[src/rtl/mu0_mem_pkg.sv]
// Shared types and constants for the MU0 block-RAM port-1 arbiter.
package mu0_mem_pkg;

    localparam int unsigned ADDR_W = 12;
    localparam int unsigned DATA_W = 16;

    typedef enum logic [1:0] {
        IDLE,
        LOCK_M0,
        LOCK_M1
    } arb_state_t;

    typedef enum logic {
        M0 = 1'b0,
        M1 = 1'b1
    } master_id_t;

    typedef struct packed {
        logic              req;
        logic              we;
        logic              lock;
        logic [ADDR_W-1:0] addr;
        logic [DATA_W-1:0] wdata;
    } mem_req_t;

endpackage

[src/rtl/rr_pick2.sv]
// Combinational two-way round-robin pick: on contention the master that
// was not granted last wins.
module rr_pick2
    import mu0_mem_pkg::*;
(
    input  logic [1:0] req,
    input  master_id_t last_gnt,
    output logic [1:0] gnt
);

    always_comb begin
        gnt = 2'b00;
        unique case (req)
            2'b01:   gnt = 2'b01;
            2'b10:   gnt = 2'b10;
            2'b11:   gnt = (last_gnt == M1) ? 2'b01 : 2'b10;
            default: gnt = 2'b00;
        endcase
    end

endmodule

[src/rtl/mu0_ram_arbiter.sv]
// Two-master arbiter for RAM port 1: round-robin with a bounded lock for
// atomic read-modify-write, and read-response routing for the 1-cycle read.
module mu0_ram_arbiter #(
    parameter int unsigned ADDR_W          = mu0_mem_pkg::ADDR_W,
    parameter int unsigned DATA_W          = mu0_mem_pkg::DATA_W,
    parameter int unsigned MAX_LOCK_CYCLES = 16
) (
    input  logic              clk,
    input  logic              rst_n,

    input  logic              m0_req,
    input  logic              m0_we,
    input  logic [ADDR_W-1:0] m0_addr,
    input  logic [DATA_W-1:0] m0_wdata,
    input  logic              m0_lock,
    output logic              m0_gnt,
    output logic              m0_rvalid,
    output logic [DATA_W-1:0] m0_rdata,

    input  logic              m1_req,
    input  logic              m1_we,
    input  logic [ADDR_W-1:0] m1_addr,
    input  logic [DATA_W-1:0] m1_wdata,
    input  logic              m1_lock,
    output logic              m1_gnt,
    output logic              m1_rvalid,
    output logic [DATA_W-1:0] m1_rdata,

    output logic [ADDR_W-1:0] ram_addr,
    output logic              ram_write,
    output logic              ram_read,
    output logic [DATA_W-1:0] ram_wdata,
    input  logic [DATA_W-1:0] ram_rdata
);

    import mu0_mem_pkg::*;

    localparam logic [7:0] MaxLock = 8'(MAX_LOCK_CYCLES);

    arb_state_t state_q;
    master_id_t last_gnt_q;
    master_id_t rd_owner_q;
    logic [7:0] lock_cnt_q;
    logic       rd_pending_q;
    logic [1:0] lock_block_q;

    mem_req_t   req0, req1;
    logic [1:0] rr_gnt;
    logic [1:0] gnt;
    logic       accepted;
    master_id_t winner;
    logic              win_we;
    logic              win_lock;
    logic [ADDR_W-1:0] win_addr;
    logic [DATA_W-1:0] win_wdata;

    assign req0 = '{req: m0_req, we: m0_we, lock: m0_lock, addr: m0_addr, wdata: m0_wdata};
    assign req1 = '{req: m1_req, we: m1_we, lock: m1_lock, addr: m1_addr, wdata: m1_wdata};

    rr_pick2 u_pick (
        .req      ({req1.req, req0.req}),
        .last_gnt (last_gnt_q),
        .gnt      (rr_gnt)
    );

    // While locked only the owner can be granted; nothing is granted in reset.
    always_comb begin
        gnt = 2'b00;
        unique case (state_q)
            IDLE:    gnt = rr_gnt;
            LOCK_M0: gnt = {1'b0, req0.req};
            LOCK_M1: gnt = {req1.req, 1'b0};
            default: gnt = 2'b00;
        endcase
        if (!rst_n) begin
            gnt = 2'b00;
        end
    end

    assign m0_gnt   = gnt[0];
    assign m1_gnt   = gnt[1];
    assign accepted = |gnt;
    assign winner   = gnt[1] ? M1 : M0;

    always_comb begin
        win_we    = gnt[1] ? req1.we    : req0.we;
        win_lock  = gnt[1] ? req1.lock  : req0.lock;
        win_addr  = gnt[1] ? req1.addr  : req0.addr;
        win_wdata = gnt[1] ? req1.wdata : req0.wdata;
    end

    assign ram_addr  = accepted ? win_addr  : '0;
    assign ram_wdata = accepted ? win_wdata : '0;
    assign ram_write = accepted & win_we;
    assign ram_read  = accepted & ~win_we;

    assign m0_rvalid = rd_pending_q && (rd_owner_q == M0);
    assign m1_rvalid = rd_pending_q && (rd_owner_q == M1);
    assign m0_rdata  = m0_rvalid ? ram_rdata : '0;
    assign m1_rdata  = m1_rvalid ? ram_rdata : '0;

    always_ff @(posedge clk or negedge rst_n) begin
        if (!rst_n) begin
            state_q      <= IDLE;
            last_gnt_q   <= M1;
            rd_owner_q   <= M0;
            lock_cnt_q   <= 8'd0;
            rd_pending_q <= 1'b0;
            lock_block_q <= 2'b00;
        end else begin
            rd_pending_q <= accepted & ~win_we;
            if (accepted) begin
                last_gnt_q <= winner;
                rd_owner_q <= winner;
            end
            if (!m0_lock) lock_block_q[0] <= 1'b0;
            if (!m1_lock) lock_block_q[1] <= 1'b0;

            unique case (state_q)
                IDLE: begin
                    if (accepted && win_lock && !lock_block_q[winner]) begin
                        state_q    <= (winner == M0) ? LOCK_M0 : LOCK_M1;
                        lock_cnt_q <= 8'd1;
                    end
                end
                LOCK_M0: begin
                    // Forced release hands the next contention to m1.
                    if (lock_cnt_q == MaxLock) begin
                        state_q         <= IDLE;
                        last_gnt_q      <= M0;
                        lock_block_q[0] <= 1'b1;
                        lock_cnt_q      <= 8'd0;
                    end else if (!m0_lock) begin
                        state_q    <= IDLE;
                        lock_cnt_q <= 8'd0;
                    end else if (lock_cnt_q < MaxLock) begin
                        lock_cnt_q <= lock_cnt_q + 8'd1;
                    end
                end
                LOCK_M1: begin
                    if (lock_cnt_q == MaxLock) begin
                        state_q         <= IDLE;
                        last_gnt_q      <= M1;
                        lock_block_q[1] <= 1'b1;
                        lock_cnt_q      <= 8'd0;
                    end else if (!m1_lock) begin
                        state_q    <= IDLE;
                        lock_cnt_q <= 8'd0;
                    end else if (lock_cnt_q < MaxLock) begin
                        lock_cnt_q <= lock_cnt_q + 8'd1;
                    end
                end
                default: begin
                    state_q    <= IDLE;
                    lock_cnt_q <= 8'd0;
                end
            endcase
        end
    end

endmodule

[config.mk]
export PLATFORM = sky130hd
export DESIGN_NAME = mu0_ram_arbiter
export DESIGN_NICKNAME = d
export VERILOG_FILES = /design/src/rtl/mu0_mem_pkg.sv /design/src/rtl/rr_pick2.sv /design/src/rtl/mu0_ram_arbiter.sv
export SDC_FILE = /design/constraint.sdc
export NUM_CORES = 1
export LEC_CHECK = 0
export CORE_ASPECT_RATIO = 1.2
export CORE_MARGIN = 2
export CORE_UTILIZATION = 29
export DETAILED_ROUTE_END_ITERATION = 12
export PLACE_DENSITY = 0.81
export SYNTH_ARGS = -nofsm -noshare
export SYNTH_HDL_FRONTEND = slang
export SYNTH_SLANG_ARGS = --single-unit
[constraint.sdc]
create_clock -name clk -period 2.6 [get_ports clk]
set_input_delay 0.52 -clock clk [delete_from_list [all_inputs] [get_ports clk]]
set_output_delay 0.52 -clock clk [all_outputs]
set_load 0.01 [all_outputs]
* Word-level counts from Yosys, hierarchy flattened
Cells that the tools add are included.
** Word-level totals
- Register bits :: 15
- Output and inout port bits :: 66
** Operators by class
- Add/sub/neg operators :: 1
- Magnitude comparators :: 2
- Equal/unequal tests :: 9
- Muxes and demuxes :: 39
- Bitwise logic cells :: 4
- Reductions and logical operators :: 8
** Operators with widths (number)
- 2-to-1 mux 16 bit :: 4
- 2-to-1 mux 8 bit :: 6
- 2-to-1 mux 12 bit :: 2
- case mux 8 bit (3 select lines) :: 1
- case mux 2 bit (3 select lines) :: 3
- 2-to-1 mux 2 bit :: 8
- 2-to-1 mux 1 bit :: 14
- adder 8 x 1 -> 8 bit (second input constant) :: 1
- == test 8 x 5 -> 1 bit (second input constant) :: 1
- less-than comparator 8 x 5 -> 1 bit (second input constant) :: 1
- == test 2 bit (second input constant) :: 3
- inequality test 3 bit (second input constant) :: 2
- == test 2 x 1 -> 1 bit (second input constant) :: 2
- logical AND 1 bit :: 4
- AND reduction 3 bit :: 1
- AND 1 bit :: 2
- zero test 2 bit :: 1
- less-than comparator 1 x 2 -> 1 bit (second input constant) :: 1
- inequality test 2 bit (second input constant) :: 1
- NOT 1 bit :: 2
- case mux 1 bit (2 select lines) :: 1
- OR reduction 2 bit :: 1
- zero test 1 bit :: 1

* Logic depth before layout (Yosys ltp)
- Depth in word-level cells :: 11
- Gate-level depth with buffers :: 10
- Depth with buffers taken out :: 7

* Hierarchy
A second synthesis with hierarchy kept.
** Unflattened totals
- Cell total of the unflattened synthesis :: 161
- Area total of the unflattened synthesis :: 1457.6 µm²
** By module, submodules not included
- mu0_ram_arbiter :: times used 1, cells an instance 158, area an instance 1438.9 µm², seq. area each 376.6 µm²
- rr_pick2 :: times used 1, cells an instance 3, area an instance 18.8 µm², seq. area each 0.0 µm²

* Worst setup path after synthesis
OpenSTA, ideal clock, no wires.
- Path type :: register -> output
- From :: register state_q[0]
- To :: output port ram_wdata[10]
- Data arrival time :: 1864 ps
- Required time :: 2080 ps
- Slack :: 216 ps
- Stages on the path, launching flop included :: 10
- Path buffers :: 3
- Cells stage by stage :: dfrtp_1 inv_1 ha_1 buf_2 a21oi_1 or2_2 nor2_1 buf_2 buf_2 a22o_1
** On the way
- Longest elaborated chain between the ends :: 5
- Elaborated cells on any way between the ends :: 8
- Those cells by class :: 2 x eq/ne; 4 x mux; 2 x reduce/logical
** Ends and longest elaborated chain
- from (decl) :: RTL line mu0_ram_arbiter.sv:40 : arb_state_t state_q;
- from (signal assigned) :: RTL line mu0_ram_arbiter.sv:122 : state_q <= (winner == M0) ? LOCK_M0 : LOCK_M1;
- == test 2 bit (tied with other cells) :: RTL line mu0_ram_arbiter.sv:69 : unique case (state_q)
- case mux 2 bit (3 select lines) * :: RTL line mu0_ram_arbiter.sv:69
- 2-to-1 mux 2 bit * :: RTL line mu0_ram_arbiter.sv:75 : if (!rst_n) begin
- 2-to-1 mux 16 bit or OR reduction 2 bit (tied branches) :: RTL line mu0_ram_arbiter.sv:89, mu0_ram_arbiter.sv:82
- 2-to-1 mux 16 bit * :: RTL line mu0_ram_arbiter.sv:93 : assign ram_wdata = accepted ? win_wdata : '0;
- to (decl) :: RTL line mu0_ram_arbiter.sv:32 : output logic [DATA_W-1:0] ram_wdata,
Every way passes the cells marked *; elsewhere a longest branch is shown, timed or not.

* Worst setup path after layout
- From :: register state_q[1]
- To :: output port ram_wdata[15]
The elaborated chain is that of the path after synthesis.

==> results.yml <==
synth:
  ys_ff_latch: 15
  synth-async-reset-ratio_pct: 100
  post_synth.cell_area_avg_um2: 8.71
  yosys.area.top_type: "dfrtp_1"
  yosysSeqAreaShare_pct: 26.4
  synth.net_count: 250
  synthCells: 164
  synth_edf_count: 0
  synth_flop_cell: "dfrtp_1"
  netlist_area_um2: 1430
  yosys.area.top_type_share_pct: 24.5
  ys_top_cells_by_area: "dfrtp_1, a22o_1, and2_1"
  yosysWarnings: 0
  synth_cell_types: 40
setup_path:
  endpoint_kind: "primary output"
  reg2reg_to: "lock_cnt_q[2]$_DFFE_PN0P_"
  crit_family: "simple AND/OR/NAND/NOR gates"
  cp_num_cells: 7
  cp-startpoint: "state_q[1]$_DFFE_PN0P_"
  crit_end: "ram_wdata[15]"
  critical_path_class: "reg -> out"
  ff2ff_path_depth: 7
  cp-start-kind: "flip-flop"
  arrival_ns: 2.06
  r2r-start: "state_q[1]$_DFFE_PN0P_"
  path_buf_inv: 2
  crit_slowest_cell: "dfrtp_2"
  cp_max_fo: 7
  path_cells: "ha_4 > and3b_2 > nor2b_4 > nor2_4 > bufbuf_16 > a22o_1 > buf_2"
  cpPeakStageDelay_ns: 0.47
  rrSetupSlack_ns: 0.42
  critPathRequiredTime_ns: 2.08
timing:
  finalHoldViolCount: 0
  clock-skew-final_ns: 0.0111
  fmax_mhz: 388
  drv_slew: 0
  setup_viol: 0
  relSlewSlack_pct: 59.0
  fin_crit_ns: 2.58
  tightest_slew_ns: 0.610
  setup_ws_ns: 0.0220
  post-route-period-util_pct: 99.2
  whs_ns: 0.441
  grt_setup_unrepaired: "yes"
floorplanning:
  core_area_um2: 4830
  chipHeight_um: 80.9
  num_rows: 28
  die_width_um: 68.1
  start_util_pct: 29.6
  dieArea_um2: 5510
  io-pin-count: 146
place:
  portBuffers: 145
  detailed_place_hpwl_um: 4890
  gp_congestion: 0.852
  pre_cts_slack_ns: -0.547
  placed_area_um2: 3130
drt:
  wirelength_um: 6440
  route.met2.wl_um: 3400
  routed-wl-met3_um: 521
  firstDrtPassIters: 4
  drc: 0
  drt_iter0_drc: 60
  top_layer: "met4"
  routedWlPerCell_um: 16.4
  via_per_inst: 5.06
  drt-met1-wl_um: 2450
  via_count: 1984
  drtAntennaViolNets: 0
clocking:
  clock-sinks: 15
  clock_path_buffers: 2
  cts_tree: "built"
  path_clk_slew_ns: 0.07
  cts-buffers-inserted: 3
  cts_hold_buf: 0
  cts-root-buf: "clkbuf_8"
  clock_latency_ns: 0.26
  htreeDepth: 1
power:
  p_leak_nw: 1.48
  power.total_mw: 1.91
  ir_drop_v: 0.000439
  power.density_nw_per_um2: 601
layout:
  postLayoutCellArea_um2: 3180
  regArea_um2: 379
  n_antenna_cell: 0
  multiInputGateArea_um2: 1050
  area_growth_pct: 123
  final_core_util_pct: 65.8
  fillers: 422
  layout-drive-gt1-share_pct: 26.5
  nets: 419
global_route:
  grt-ovfl-total: 0
  first_global_vias: 1905
  grt_pass1_wl_um: 9230
  track_usage_pct: 22.1
  antenna_found_initial: 0
  grt_max_degree: 21
worst_hold_path:
  hold_class: "in -> async"
run:
  max-cap-violations: 0
run_status:
  status: "complete, no violations"
[routing by layer]
| metal | GRT usage (%) | vias to the layer above |
|---|---|---|
| met1 | 26.2 | 927 |
| met2 | 40.0 | 92 |
| met5 | 0 | - |
| met3 | 4.71 | 6 |
| li1 | - | 959 |
| met4 | 4.80 | 0 |
[how the worst min path moves through the flow]
stage,from,to,slack [ns]
global route,rst_n,rd_owner_q$_DFFE_PN0P_,0.47
CTS,rst_n,lock_cnt_q[5]$_DFFE_PN0P_,0.45
global placement,lock_cnt_q[3]$_DFFE_PN0P_,lock_cnt_q[3]$_DFFE_PN0P_,0.48
floorplan,rst_n,lock_block_q[0]$_DFF_PN0_,0.22
detailed placement,lock_cnt_q[3]$_DFFE_PN0P_,lock_cnt_q[3]$_DFFE_PN0P_,0.49
finish,rst_n,state_q[0]$_DFFE_PN0P_,0.44
[state kept, by name, summed over array words and instances, names as in the netlist]
signal and flops:
lock_cnt_q 8, rd_owner_q 1, last_gnt_q 1, rd_pending_q 1, state_q 2, lock_block_q 2
[power by group]
group	internal [mW]	total [mW]	switching [mW]	leakage (nW)
sequential	0.288	0.342	0.0546	0.196
clock	0.106	0.200	0.0941	0.0255
combinational	0.754	1.37	0.615	1.26
[stage by stage]
| step | TNS [ns] | cells |
|---|---|---|
| after floorplan | 0 | 164 |
| after global placement | -14.85 | 382 |
| after detailed placement | -15.68 | 382 |
| after CTS | 0 | 391 |
| after global routing | -0.0345 | 392 |
| final | 0 | 392 |
[Yosys cell counts (all sizes together), types with 2 or more instances]
library cell,number
a21oi,6
a22o,31
and2,19
and3,16
buf,6
clkbuf,5
dfrtp,14
ha,6
inv,7
nand2,5
nand2b,4
nor2,5
nor2b,5
nor3,2
o21a,2
o21ai,7
o31ai,3
[cell families (layout without fill, tap and decap cells)]
logic type	Yosys count	count (layout)	synth area share (%)
and+or+nand+nor	63	63	28.6
AOI/OAI and AO/OA	62	62	34.7
buffers and inverters	18	186	5.08
DFF	15	15	26.4
adders and majority gates	6	6	5.25
[repair_timing]
| action | 4_1_cts | 5_1_grt |
|---|---|---|
| buffers inserted | 3 | 2 |
| pin swaps | 3 | 2 |
| gates resized for setup | 137 | 13 |
| setup endpoints to repair | 32 | 31 |
| gates cloned | 2 | 0 |
[cell type report]
cell class / instances / area share, %
Clock buffer: 3 / 1.30
Sequential cell: 15 / 11.9
Tap cell: 60 / 2.36
Inverter: 7 / 0.983
Clock inverter: 1 / 0.157
Timing Repair Buffer: 175 / 50.3
Multi-Input combinational cell: 131 / 33.0
[layout by cell type (no fill, tap or decap), types with 2 or more instances in the layout]
cell,Yosys,routed
ha_1,6,2
and3_1,16,16
ha_4,0,3
a21oi_2,0,2
o21a_1,2,2
o21ai_0,7,7
buf_2,4,30
dlygate4sd2_1,0,4
inv_4,0,2
buf_6,0,2
nor3_1,2,2
a22o_1,31,31
and2_1,19,19
buf_4,0,23
o31ai_1,3,2
nor2_1,5,4
dfrtp_2,0,2
nor2b_1,5,4
nand2_1,5,5
clkdlybuf4s50_1,0,110
inv_1,7,5
buf_12,0,3
nand2b_1,3,3
a21oi_1,6,4
clkbuf_8,0,3
dfrtp_1,14,12
No activity file was read; power rests on OpenSTA's default activity.
